[src/rtl/uart_rx_if.sv]
// UART receiver bus: serial line and pop request into the receiver,
// head-of-FIFO word, flags and status back out.
interface uart_rx_if #(
    parameter int DATA_BITS  = 8,
    parameter int FIFO_DEPTH = 4
);
    logic                          rx_in;
    logic                          rd_en;
    logic [DATA_BITS-1:0]          data;
    logic                          valid;
    logic                          parity_err;
    logic                          frame_err;
    logic                          overrun;
    logic                          break_det;
    logic [$clog2(FIFO_DEPTH):0]   fifo_count;

    modport master (
        output rx_in, rd_en,
        input  data, valid, parity_err, frame_err, overrun, break_det, fifo_count
    );

    modport slave (
        input  rx_in, rd_en,
        output data, valid, parity_err, frame_err, overrun, break_det, fifo_count
    );
endinterface

[src/rtl/uart_rx_param.sv]
// Parametrised UART receiver: 2-flop synchroniser, triple-sample majority
// per bit, start-glitch rejection, parity/framing/break detection, and a
// show-ahead FIFO holding {data, parity_err, frame_err} per received word.
//
//  state       | meaning
//  ------------+---------------------------------------------------------
//  ST_IDLE     | line idle, waiting for a 1->0 edge on rx_s
//  ST_START    | validating the start bit (majority 1 = glitch)
//  ST_DATA     | shifting in DATA_BITS bits, LSB first
//  ST_PAR      | sampling the parity bit
//  ST_STOP     | sampling stop bit(s); frame completes at the last H+1 sample
//  ST_BRK      | break seen, waiting for the line to return high
module uart_rx_param #(
    parameter int CLK_FREQ   = 100_000_000,
    parameter int BAUD_RATE  = 115200,
    parameter int DATA_BITS  = 8,
    parameter int PARITY     = 0,
    parameter int STOP_BITS  = 1,
    parameter int FIFO_DEPTH = 4
) (
    input  logic     clk,
    input  logic     reset_p,
    uart_rx_if.slave bus
);
    localparam int TICKS = CLK_FREQ / BAUD_RATE;
    localparam int H     = TICKS / 2;
    localparam int TW    = $clog2(TICKS);
    localparam int BW    = $clog2(DATA_BITS);
    localparam int PW    = $clog2(FIFO_DEPTH);
    localparam int CW    = PW + 1;
    localparam int EW    = DATA_BITS + 2;

    localparam logic [TW-1:0] T_S0  = TW'(H - 1);
    localparam logic [TW-1:0] T_S1  = TW'(H);
    localparam logic [TW-1:0] T_S2  = TW'(H + 1);
    localparam logic [TW-1:0] T_END = TW'(TICKS - 1);
    localparam logic [BW-1:0] B_LAST = BW'(DATA_BITS - 1);

    typedef enum logic [2:0] {ST_IDLE, ST_START, ST_DATA, ST_PAR, ST_STOP, ST_BRK} state_t;

    logic                 rx_meta_q, rx_s_q, rx_prev_q;
    state_t               state_q;
    logic [TW-1:0]        tick_q;
    logic [BW-1:0]        bit_idx_q;
    logic                 stop_idx_q;
    logic [DATA_BITS-1:0] shift_q;
    logic [1:0]           samp_q;
    logic                 perr_q, ferr_q, par_bit_q, stop0_q;

    logic                 maj, stop_last, ferr_now, first_stop_zero, is_break;
    logic                 frame_done, push_req;

    logic [EW-1:0]        mem_q [FIFO_DEPTH];
    logic [PW-1:0]        wr_ptr_q, rd_ptr_q;
    logic [CW-1:0]        count_q;
    logic                 full, do_pop, do_push;
    logic [EW-1:0]        head;

    // Two-flop synchroniser plus an edge-history flop; all reset high so
    // reset release never looks like a start edge.
    always_ff @(posedge clk or posedge reset_p) begin
        if (reset_p) begin
            rx_meta_q <= 1'b1;
            rx_s_q    <= 1'b1;
            rx_prev_q <= 1'b1;
        end else begin
            rx_meta_q <= bus.rx_in;
            rx_s_q    <= rx_meta_q;
            rx_prev_q <= rx_s_q;
        end
    end

    assign maj             = (samp_q[0] & samp_q[1]) | (samp_q[0] & rx_s_q) | (samp_q[1] & rx_s_q);
    assign stop_last       = (stop_idx_q == 1'(STOP_BITS - 1));
    assign ferr_now        = ferr_q | ~maj;
    assign first_stop_zero = (STOP_BITS == 1) ? ~maj : ~stop0_q;
    assign is_break        = (shift_q == '0) && ((PARITY == 0) || !par_bit_q) && first_stop_zero;
    assign frame_done      = (state_q == ST_STOP) && (tick_q == T_S2) && stop_last;
    assign push_req        = frame_done & ~is_break;

    // Receive FSM with bit timer, sampling and per-frame error tracking.
    always_ff @(posedge clk or posedge reset_p) begin
        if (reset_p) begin
            state_q    <= ST_IDLE;
            tick_q     <= '0;
            bit_idx_q  <= '0;
            stop_idx_q <= 1'b0;
            shift_q    <= '0;
            samp_q     <= 2'b00;
            perr_q     <= 1'b0;
            ferr_q     <= 1'b0;
            par_bit_q  <= 1'b0;
            stop0_q    <= 1'b1;
        end else begin
            case (state_q)
                ST_IDLE: begin
                    tick_q <= '0;
                    if (rx_prev_q && !rx_s_q) begin
                        state_q <= ST_START;
                        perr_q  <= 1'b0;
                        ferr_q  <= 1'b0;
                    end
                end
                ST_BRK: begin
                    tick_q <= '0;
                    if (rx_s_q) state_q <= ST_IDLE;
                end
                default: begin
                    tick_q <= (tick_q == T_END) ? '0 : tick_q + TW'(1);
                    if (tick_q == T_S0) samp_q[0] <= rx_s_q;
                    if (tick_q == T_S1) samp_q[1] <= rx_s_q;
                    case (state_q)
                        ST_START: begin
                            if (tick_q == T_S2 && maj) begin
                                state_q <= ST_IDLE;
                            end else if (tick_q == T_END) begin
                                state_q   <= ST_DATA;
                                bit_idx_q <= '0;
                            end
                        end
                        ST_DATA: begin
                            if (tick_q == T_S2) shift_q <= {maj, shift_q[DATA_BITS-1:1]};
                            if (tick_q == T_END) begin
                                if (bit_idx_q == B_LAST) begin
                                    state_q    <= (PARITY == 0) ? ST_STOP : ST_PAR;
                                    stop_idx_q <= 1'b0;
                                end else begin
                                    bit_idx_q <= bit_idx_q + BW'(1);
                                end
                            end
                        end
                        ST_PAR: begin
                            if (tick_q == T_S2) begin
                                par_bit_q <= maj;
                                perr_q    <= (PARITY == 1) ? ~((^shift_q) ^ maj) : ((^shift_q) ^ maj);
                            end
                            if (tick_q == T_END) begin
                                state_q    <= ST_STOP;
                                stop_idx_q <= 1'b0;
                            end
                        end
                        default: begin
                            if (tick_q == T_S2) begin
                                ferr_q <= ferr_now;
                                if (!stop_idx_q) stop0_q <= maj;
                            end
                            // Leave right after the last stop sample so an
                            // early next start edge is not missed.
                            if (tick_q == T_S2 && stop_last) begin
                                state_q <= is_break ? ST_BRK : ST_IDLE;
                            end else if (tick_q == T_END) begin
                                stop_idx_q <= 1'b1;
                            end
                        end
                    endcase
                end
            endcase
        end
    end

    assign full    = (count_q == CW'(FIFO_DEPTH));
    assign do_pop  = bus.rd_en & (count_q != '0);
    assign do_push = push_req & (~full | do_pop);

    // FIFO storage; contents need no reset since outputs are masked when empty.
    always_ff @(posedge clk) begin
        if (do_push) mem_q[wr_ptr_q] <= {shift_q, perr_q, ferr_now};
    end

    // FIFO pointers and occupancy.
    always_ff @(posedge clk or posedge reset_p) begin
        if (reset_p) begin
            wr_ptr_q <= '0;
            rd_ptr_q <= '0;
            count_q  <= '0;
        end else begin
            if (do_push) wr_ptr_q <= wr_ptr_q + PW'(1);
            if (do_pop)  rd_ptr_q <= rd_ptr_q + PW'(1);
            if (do_push && !do_pop)      count_q <= count_q + CW'(1);
            else if (do_pop && !do_push) count_q <= count_q - CW'(1);
        end
    end

    assign head           = (count_q != '0) ? mem_q[rd_ptr_q] : '0;
    assign bus.data       = head[EW-1:2];
    assign bus.parity_err = head[1];
    assign bus.frame_err  = head[0];
    assign bus.valid      = (count_q != '0);
    assign bus.fifo_count = count_q;
    assign bus.overrun    = push_req & full & ~do_pop;
    assign bus.break_det  = frame_done & is_break;
endmodule

[src/flat_wrapper.sv]
// flat-port wrapper written by rule: the top's interface ports become plain ports
module uart_rx_param_flat 
#(
    parameter int CLK_FREQ   = 100_000_000,
    parameter int BAUD_RATE  = 115200,
    parameter int DATA_BITS  = 8,
    parameter int PARITY     = 0,
    parameter int STOP_BITS  = 1,
    parameter int FIFO_DEPTH = 4
)
  (clk, reset_p, bus_rx_in, bus_rd_en, bus_data, bus_valid, bus_parity_err, bus_frame_err, bus_overrun, bus_break_det, bus_fifo_count);
  uart_rx_if #(.DATA_BITS(DATA_BITS), .FIFO_DEPTH(FIFO_DEPTH)) bus_i ();
  input  logic clk;
  input  logic reset_p;
  input wire logic [$bits(bus_i.rx_in)-1:0] bus_rx_in;
  input wire logic [$bits(bus_i.rd_en)-1:0] bus_rd_en;
  output wire logic [$bits(bus_i.data)-1:0] bus_data;
  output wire logic [$bits(bus_i.valid)-1:0] bus_valid;
  output wire logic [$bits(bus_i.parity_err)-1:0] bus_parity_err;
  output wire logic [$bits(bus_i.frame_err)-1:0] bus_frame_err;
  output wire logic [$bits(bus_i.overrun)-1:0] bus_overrun;
  output wire logic [$bits(bus_i.break_det)-1:0] bus_break_det;
  output wire logic [$bits(bus_i.fifo_count)-1:0] bus_fifo_count;
  assign bus_i.rx_in = bus_rx_in;
  assign bus_i.rd_en = bus_rd_en;
  assign bus_data = bus_i.data;
  assign bus_valid = bus_i.valid;
  assign bus_parity_err = bus_i.parity_err;
  assign bus_frame_err = bus_i.frame_err;
  assign bus_overrun = bus_i.overrun;
  assign bus_break_det = bus_i.break_det;
  assign bus_fifo_count = bus_i.fifo_count;
  uart_rx_param #(.CLK_FREQ(CLK_FREQ), .BAUD_RATE(BAUD_RATE), .DATA_BITS(DATA_BITS), .PARITY(PARITY), .STOP_BITS(STOP_BITS), .FIFO_DEPTH(FIFO_DEPTH)) u_core (.clk(clk), .reset_p(reset_p), .bus(bus_i));
endmodule
[config.mk]
export PLATFORM = sky130hd
export DESIGN_NAME = uart_rx_param_flat
export DESIGN_NICKNAME = d
export VERILOG_FILES = /design/src/rtl/uart_rx_if.sv /design/src/rtl/uart_rx_param.sv /design/src/flat_wrapper.sv
export SDC_FILE = /design/constraint.sdc
export NUM_CORES = 1
export LEC_CHECK = 0
export CAP_MARGIN = 20
export CORE_AREA = 4 4 94 78
export CTS_CLUSTER_SIZE = 10
export DETAILED_ROUTE_END_ITERATION = 16
export DIE_AREA = 0 0 98 82
export PLACE_DENSITY = 0.83
export SLEW_MARGIN = 20
export SYNTH_ARGS = -nofsm -noshare
export SYNTH_HDL_FRONTEND = slang
export SYNTH_SLANG_ARGS = --single-unit
[constraint.sdc]
create_clock -name clk -period 3.32 [get_ports clk]
set_clock_uncertainty 0.1 [all_clocks]
set_input_delay 0.332 -clock clk [delete_from_list [all_inputs] [get_ports clk]]
set_output_delay 0.332 -clock clk [all_outputs]
set_load 0.005 [all_outputs]
# After elaboration in Yosys (flattened, before gate mapping)
# Memory sizes are Yosys's and may differ from the RTL's.
# Cells that the tools add are included.
# word_totals
reg_bits	39
mem_bits_rw	40
input_bits	4
out_inout_bits	16
wordCells	134
n_memories	1
# memory_table
name	depth	width	rd	rd_ports_with_merged_regs	write_ports	line	source
u_core.mem_q	4	10	1	0	1	uart_rx_param.sv:53	logic [EW-1:0] mem_q [FIFO_DEPTH];
# op_classes
addsub	6
n_eq_ne	24
n_mux	36
bitwise	22
reduce_logical	30
# op_table
op	count
two-way mux 3 bit	15
equality test 10 x 9 -> 1 bit, second input constant	3
two-way mux 10 bit	3
equality test 3 bit, second input constant	4
two-way mux 1 bit	12
inequality test 2 x 1 -> 1 bit, second input constant	6
inequality test 4 x 3 -> 1 bit, second input constant	3
one-hot mux 3 bit (2 select lines)	2
adder 10 x 1 -> 10 bit, second input constant	1
equality test 10 bit, second input constant	1
bitwise AND 1 bit	9
one-hot mux 3 bit (3 select lines)	1
logical AND 1 bit	8
zero test 8 bit	1
inverter 1 bit	8
AND reduction 4 bit	2
nonzero test 2 bit	4
XOR reduction 8 bit	1
AND reduction 7 bit	1
adder 3 x 1 -> 3 bit, second input constant	2
equality test 3 x 2 -> 1 bit, second input constant	2
AND reduction 6 bit	1
nonzero test 6 bit	1
inequality test 5 x 3 -> 1 bit, second input constant	1
17 further kinds	26

# Logic depth before layout (Yosys ltp)
# Gate-level depths: netlist of the first run.
# depth
ltp_word	12
mapped_depth	11
ltp_nobuf	11

# Worst setup path after synthesis of the first run
# Ideal clock, no wire load.
# synth_timing
path_kind	register to register
startpoint	register u_core.tick_q[2]
endpoint	register u_core.count_q[2], in the netlist u_core.bus.fifo_count[2]
setup_time_ns	0.079
t_arrival_ns	2.481
required_time_ns	3.141
setup_slack_ns	0.659
path_stages_with_launch	12
path_buffers	1
synth_period_minus_slack_ns	2.661
cell_sequence	dfrtp_1 -> or3b_1 -> buf_6 -> nor3b_4 -> o21ai_2 -> nor2_4 -> ha_1 -> inv_1 -> fa_1 -> xor2_1 -> nor2_1 -> xor2_1
# synth_between
elab_chain_len	8
word_cells_on_any_way	10
cone_classes	eq/ne (1); mux (1); bitwise (2); reduce/logical (6)
# synth_rtl
element	line	source
from (decl)	uart_rx_param.sv:43	logic [TW-1:0] tick_q;
from (signal assigned)	uart_rx_param.sv:109	tick_q <= (tick_q == T_END) ? '0 : tick_q + TW'(1);
equality test 10 x 9 -> 1 bit *	uart_rx_param.sv:78	assign frame_done = (state_q == ST_STOP) && (tick_q == T_S2) && stop_last;
logical AND 1 bit * (2 in series)	uart_rx_param.sv:78	
bitwise AND 1 bit *	uart_rx_param.sv:79	assign push_req = frame_done & ~is_break;
bitwise AND 1 bit *	uart_rx_param.sv:163	assign do_push = push_req & (~full | do_pop);
via u_core.do_push	uart_rx_param.sv:56	logic full, do_pop, do_push;
zero test 1 bit	uart_rx_param.sv:180	else if (do_pop && !do_push) count_q <= count_q - CW'(1);
logical AND 1 bit	uart_rx_param.sv:180	
nonzero test 2 bit (no source line)	n/a	
to (signal assigned)	uart_rx_param.sv:179	if (do_push && !do_pop) count_q <= count_q + CW'(1);
to (signal assigned)	uart_rx_param.sv:180	
to (decl)	uart_rx_param.sv:55	logic [CW-1:0] count_q;
# Mark *: on every way through the listed nets, which the timed path passes. The rest lies on a longest branch.
# A chain may end at the register's enable or synchronous reset.

# Final worst setup path of the first run
# layout_timing
startpoint	register u_core.tick_q[2]
endpoint	output bus_break_det
# layout_between
elab_chain_len	4
# layout_rtl
element	line	source
equality test 10 x 9 -> 1 bit	uart_rx_param.sv:78	
logical AND 1 bit (2 in series)	uart_rx_param.sv:78	
bitwise AND 1 bit	uart_rx_param.sv:191	assign bus.break_det = frame_done & is_break;
to (decl)	flat_wrapper.sv:22	output wire logic [$bits(bus_i.break_det)-1:0] bus_break_det;
# Every way passes these cells.

==> run_results.csv, run 1 <==
group,metric,value,unit
outcome,status,"completed",
floorplanning,start_util,0.5852,
detailed_routing,wl,5.983,mm
synth,synth_cell_type_count,51,
global_routing,grt_max_degree,40,
clocking,ctsRootBufferMaster,"clkbuf_8",
timing,fmax,338.6,MHz
global_routing,grt_pass1_wl,10.09,mm
detailed_routing,viasPerCell,5.499,
synth,synth.largest_area_cell,"edfxtp_1",
global_routing,grt_pass1_vias,2141,
global_routing,antenna_found_initial,0,
clocking,cts_resized,0,
floorplanning,core,0.006344,mm^2
timing,fin_crit,2.953,ns
timing,drv_slew,0,
setup_path,crit_slowest_cell,"or3b_1",
synth,synth_top_area_frac,0.3236,
synth,syn_inst,289,
clocking,post_cts_buffers,0,
floorplanning,dieHeight,82,um
setup_path,path_class,"flip-flop to primary output",
placement,dp_hpwl,4.139,mm
floorplanning,fp-row-count,26,
synth,ys.flop_type,"edfxtp_1",
layout,drive_gt1_frac,0.1302,
detailed_routing,vias,2194,
synth,synth_enable_flop_cells,40,
clocking,clk_pin_slew,0.08,ns
detailed_routing,drt-pass1-iter-count,4,
timing,setup_viol,0,
synth,synth_nets,308,
clocking,clkSinkCount,79,
synth,ys_warn_count,0,
layout,synthToLayoutAreaGrowth,12.34,%
setup_path,cpPeakStageDelay,0.55,ns
clocking,hold_buffers,0,
detailed_routing,drt_first_iter_violations,112,
clocking,h-tree-depth,3,
global_routing,grt_use_total,0.1644,
detailed_routing,wl_per_cell,14.99,um
detailed_routing,ant_nets,0,
setup_path,worstPathArrival,2.52,ns
global_routing,gr-total-overflow,0,
synth,synth.area.top_cells,"edfxtp_1 (32%), dfrtp_1 (24%), mux4_2 (6.1%)",
clocking,cts_tree,"yes",
floorplanning,die_x,98,um
timing,hold_viol_final,0,
setup_path,crit_fanout,7,
power_and_ir_drop,leakage,0.001667,uW
detailed_routing,drc_errors,0,
setup_path,crit_path_start_kind,"flip-flop",
synth,syn_avg_cell_area,12.85,um^2
power_and_ir_drop,p_total,2060,uW
layout,final_nets,329,
worst_hold_path,hold_path.class,"flip-flop to flip-flop",
placement,portBuffers,19,
run,maxCapViolCount,0,
layout,n_antenna_cell,0,
floorplanning,dieArea,0.008036,mm^2
synth,syn-cell-area,0.003712,mm^2
power_and_ir_drop,power_density,493.9,mW/mm^2
power_and_ir_drop,ir_drop,0.3588,mV
timing,final.period_utilization,0.8896,
timing,fin_setup_tns,0,ns
synth,synth_seq_area_share,0.5875,
clocking,cts_buffers,9,
setup_path,path_cells,"or3b_1 > nor3b_4 > nand2_1 > nor3_1 > clkdlybuf4s50_1",
setup_path,worstPathRequired,2.89,ns
placement,gp_congestion,0.8826,
timing,rsz0062_at_grt,"no",
synth,async_flop_share,0.4937,
timing,worst_pin_slew,0.7134,ns
floorplanning,io_pins,20,
synth,ys_seq_elements,79,
timing,maxSlewHeadroom,0.5244,
setup_path,critPathCaptureType,"primary output",
clocking,insertion_delay,0.35,ns
clocking,clock_path_buffers,2,
==> cell usage after synthesis (2+ instances only) <==
cell type	number
mux4_2	10
a31oi_1	2
mux2_2	4
nand2_1	26
nor3_1	5
nor2_1	21
dfrtp_1	36
and3_1	2
nor2b_1	3
edfxtp_1	40
and2_1	15
nand4_1	2
a32o_1	2
o311ai_0	3
xnor2_1	13
inv_1	20
o21ai_0	13
nand2b_1	3
o21ai_1	2
xor2_1	5
a21oi_1	3
nand3_1	6
dfstp_2	3
or3_1	2
clkbuf_1	8
or4_1	2
ha_1	14
==> stage by stage <==
stage	setup slack [ns]	hold slack (ns)	utilization	std cells	area, um^2
after floorplan	0.6595	0.2365	-	289	3712
after global placement	0.4722	0.2462	0.6256	383	3969
after detailed placement	0.4022	0.2473	0.6256	383	3969
after CTS	0.3400	0.2594	0.6574	399	4170
after global routing	0.2313	0.2627	0.6574	399	4170
final	0.3665	0.2587	0.6574	399	4170
==> logic make-up after synthesis <==
group,after synthesis,synth area share
AO/OA/AOI/OAI,35,0.06370
XOR/XNOR,18,0.04247
adder cells (fa/ha/maj),16,0.05528
buffers and inverters,30,0.03269
flip-flops,79,0.5875
multiplexers,16,0.07853
AND/OR/NAND/NOR,95,0.1399
==> worst max-delay path: cells and delay by family (launching register included) <==
family	cells	cell delay [ns]
simple gates	4	1.21
buf+inv	1	0.54
flops	1	0.43
==> state kept, by name (all words and copies together) (netlist names), 2 cells and up <==
| signal | cells |
|---|---|
| u_core.bit_idx_q | 3 |
| u_core.bus.fifo_count | 3 |
| u_core.mem_q | 40 |
| u_core.rd_ptr_q | 2 |
| u_core.samp_q | 2 |
| u_core.shift_q | 8 |
| u_core.state_q | 3 |
| u_core.tick_q | 10 |
| u_core.wr_ptr_q | 2 |
==> power breakdown <==
| part | leakage [uW] | switching, uW | internal, uW |
|---|---|---|---|
| clock | 0.000101 | 364 | 355 |
| sequential | 0.000964 | 61.3 | 1050 |
| combinational | 0.000602 | 129 | 101 |
==> per-layer routing <==
layer,global-route usage,part of all wire
met5,0,0
met4,0.04979,0.012
met3,0.05603,0.042
met2,0.2751,0.50
met1,0.2057,0.45
==> layout make-up <==
cell class	count	area, um^2
timing repair buffer	20	197.7
multi-input combinational	180	1410
inverter	20	75.07
tap	84	105.1
clock buffer	9	123.9
fill	474	2173
clock inverter	7	77.57
sequential	79	2181
==> placed cells by master, fill, tap and decap left out, drive strengths merged, types with 2 or more instances in the layout <==
cell type and n:
dfstp 3, clkbuf 9, nor2 22, nand2 26, or4 2, dfrtp 36
xor2 5, and2 15, clkinv 2, edfxtp 40, nand2b 3, o21ai 16
clkdlybuf4s50 19, inv 23, xnor2 13, nand3 6, a31oi 2, or3 2
and3 2, nand4 2, mux4 10, mux2 5, nor3 5, nor2b 3
a32o 2, a21oi 3, o311ai 3, ha 14
==> path summary, 6_finish.rpt <==
| check | depth (start not counted) | from | slack [ns] | end |
|---|---|---|---|---|
| setup / recovery | 5 | u_core.tick_q[2] | 0.37 | bus_break_det |
| hold / removal | 0 | u_core.rx_meta_q | 0.26 | u_core.rx_s_q |
| setup reg to reg | 10 | u_core.tick_q[2] | 0.41 | u_core.bus.fifo_count[2] |
| hold reg to reg | 0 | u_core.rx_meta_q | 0.26 | u_core.rx_s_q |
| max in group asynchronous | 3 | reset_p | 2.48 | u_core.rx_s_q |
| min in group asynchronous | 3 | reset_p | 0.29 | u_core.shift_q[2] |
No activity file was read; power rests on OpenSTA's default activity.
==> run 2, diff against run 1 <==
- CORE_AREA: 4 4 94 78 -> 4 4 113 94
- DIE_AREA: 0 0 98 82 -> 0 0 117 98
- PLACE_DENSITY: 0.83 -> 0.61
==> run_results.csv, run 2 (synthesis results as in run 1) <==
group,metric,value,unit
floorplanning,start_util,0.3929,
clocking,hold_buffers,0,
timing,worst_pin_slew,0.6875,ns
clocking,ctsRootBufferMaster,"clkbuf_16",
outcome,status,"completed",
layout,final_common_cell,"edfxtp_1",
floorplanning,dieArea,0.01147,mm^2
detailed_routing,drt_first_iter_violations,74,
floorplanning,fp-row-count,32,
run,maxCapViolCount,0,
timing,setup_viol,0,
layout,top_regs,"u_core.mem_q x40, u_core.tick_q x10, u_core.shift_q x8",
timing,maxSlewHeadroom,0.5416,
worst_hold_path,hold_path.class,"primary input to asynchronous set/reset pin",
clocking,h-tree-depth,3,
clocking,cts_buffers,9,
detailed_routing,vias,2161,
timing,fmax,343.2,MHz
setup_path,cpPeakStageDelay,0.54,ns
global_routing,grt_pass1_wl,10.92,mm
detailed_routing,drc_errors,0,
layout,regMostFlops,"u_core.mem_q",
setup_path,worstPathRequired,3.47,ns
timing,final.period_utilization,0.8778,
clocking,clk_pin_slew,0.06,ns
power_and_ir_drop,ir_drop,0.2264,mV
power_and_ir_drop,leakage,0.001728,uW
detailed_routing,wl,6.243,mm
setup_path,critPathCaptureType,"flip-flop",
layout,final_cell_mix,"edfxtp_1 (40), dfrtp_1 (36), nand2_1 (26)",
detailed_routing,drt-pass1-iter-count,4,
layout,n_antenna_cell,0,
clocking,clkSinkCount,79,
placement,dp.cells,421,
global_routing,grt_use_total,0.1232,
clocking,cts_tree,"yes",
setup_path,crit_slowest_cell,"or3b_1",
floorplanning,core,0.009449,mm^2
placement,portBuffers,19,
setup_path,crit_top_cell,"xor2_1",
clocking,insertion_delay,0.33,ns
layout,drive_gt1_frac,0.1321,
placement,placed_area,0.004035,mm^2
layout,final_area,0.004352,mm^2
layout,final_nets,332,
floorplanning,io_pins,20,
setup_path,crit_path_start_kind,"flip-flop",
layout,synthToLayoutAreaGrowth,17.22,%
global_routing,gr-total-overflow,0,
detailed_routing,ant_nets,0,
timing,fin_setup_tns,0,ns
clocking,post_cts_buffers,0,
placement,gp_congestion,0.8057,
placement,dp_hpwl,4.386,mm
timing,drv_slew,0,
timing,fin_crit,2.914,ns
detailed_routing,wl_per_cell,14.29,um
floorplanning,dieHeight,98,um
setup_path,path_cells,"or3b_1 > nor3b_4 > o21ai_2 > nor2_4 > ha_1 > inv_1 > fa_1 > xor2_1 > nor2_1 > xor2_1",
power_and_ir_drop,power_density,546.5,mW/mm^2
clocking,clock_path_buffers,2,
layout,largest_reg_flops,40,
timing,hold_slack,0.2040,ns
setup_path,critPathBufInv,1,
power_and_ir_drop,p_total,2378,uW
setup_path,crit_family,"simple AND/OR/NAND/NOR gates",
global_routing,grt_pass1_vias,2186,
floorplanning,die_x,117,um
clocking,cts_resized,0,
layout,instances_no_fill,437,
setup_path,worstPathArrival,3.06,ns
timing,hold_viol_final,0,
timing,rsz0062_at_grt,"no",
detailed_routing,viasPerCell,4.945,
global_routing,grt_max_degree,30,
setup_path,crit_fanout,7,
setup_path,path_class,"flip-flop to flip-flop",
global_routing,antenna_found_initial,0,
-- run 2: changes by cell type in the layout (fill, tap and decap cells not counted), sizes merged --
cell and change:
clkinvlp +1, inv -3, clkbuf +2, bufinv +1, buf +3, clkinv -1
-- run 2: cell type report --
type                            instances  area [um^2]
Fill cell                             841         5097
Sequential cell                        79         2181
Multi-Input combinational cell        180         1410
Clock buffer                           11        232.7
Timing Repair Buffer                   23        220.2
Tap cell                              119        148.9
Clock inverter                          5        83.83
Inverter                               20        75.07
-- run 2: path summary, 6_finish.rpt --
kind	cells after the start	end	slack [ns]	from
min in group clk	0	u_core.rx_s_q	0.25	u_core.rx_meta_q
max in group asynchronous	3	u_core.rx_prev_q	2.13	reset_p
max	10	u_core.bus.fifo_count[2]	0.41	u_core.tick_q[2]
max reg2reg	10	u_core.bus.fifo_count[2]	0.41	u_core.tick_q[2]
min	2	u_core.shift_q[2]	0.20	reset_p
min reg2reg	0	u_core.rx_s_q	0.25	u_core.rx_meta_q
-- run 2: power breakdown --
| part | switching, uW | total (uW) | internal [uW] |
|---|---|---|---|
| clock | 364 | 1020 | 659 |
| sequential | 39.6 | 1090 | 1050 |
| combinational | 155 | 263 | 107 |
| total | 559 | 2380 | 1820 |
-- run 2: worst reg2reg max path, stage by stage (launching register included) --
cell and delay, ns:
dfrtp_1 0.42, or3b_1 0.54, nor3b_4 0.37, o21ai_2 0.13, nor2_4 0.20, ha_1 0.21
inv_1 0.06, fa_1 0.37, xor2_1 0.17, nor2_1 0.11, xor2_1 0.16
-- run 2: stage by stage --
stage / utilization / worst slack (ns)
floorplan: - / 0.6595
global placement: 0.4270 / 0.4834
detailed placement: 0.4270 / 0.4106
CTS: 0.4605 / 0.3750
global route: 0.4605 / 0.1713
finish: 0.4605 / 0.4058
-- run 2: layer usage --
metal  global-route usage  up-vias  part of all wire
met5                    0        -                 0
li1                     -     1084                 -
met3              0.04151       10             0.031
met1               0.1630     1042              0.48
met2               0.1924       25              0.48
met4              0.03704        0             0.014
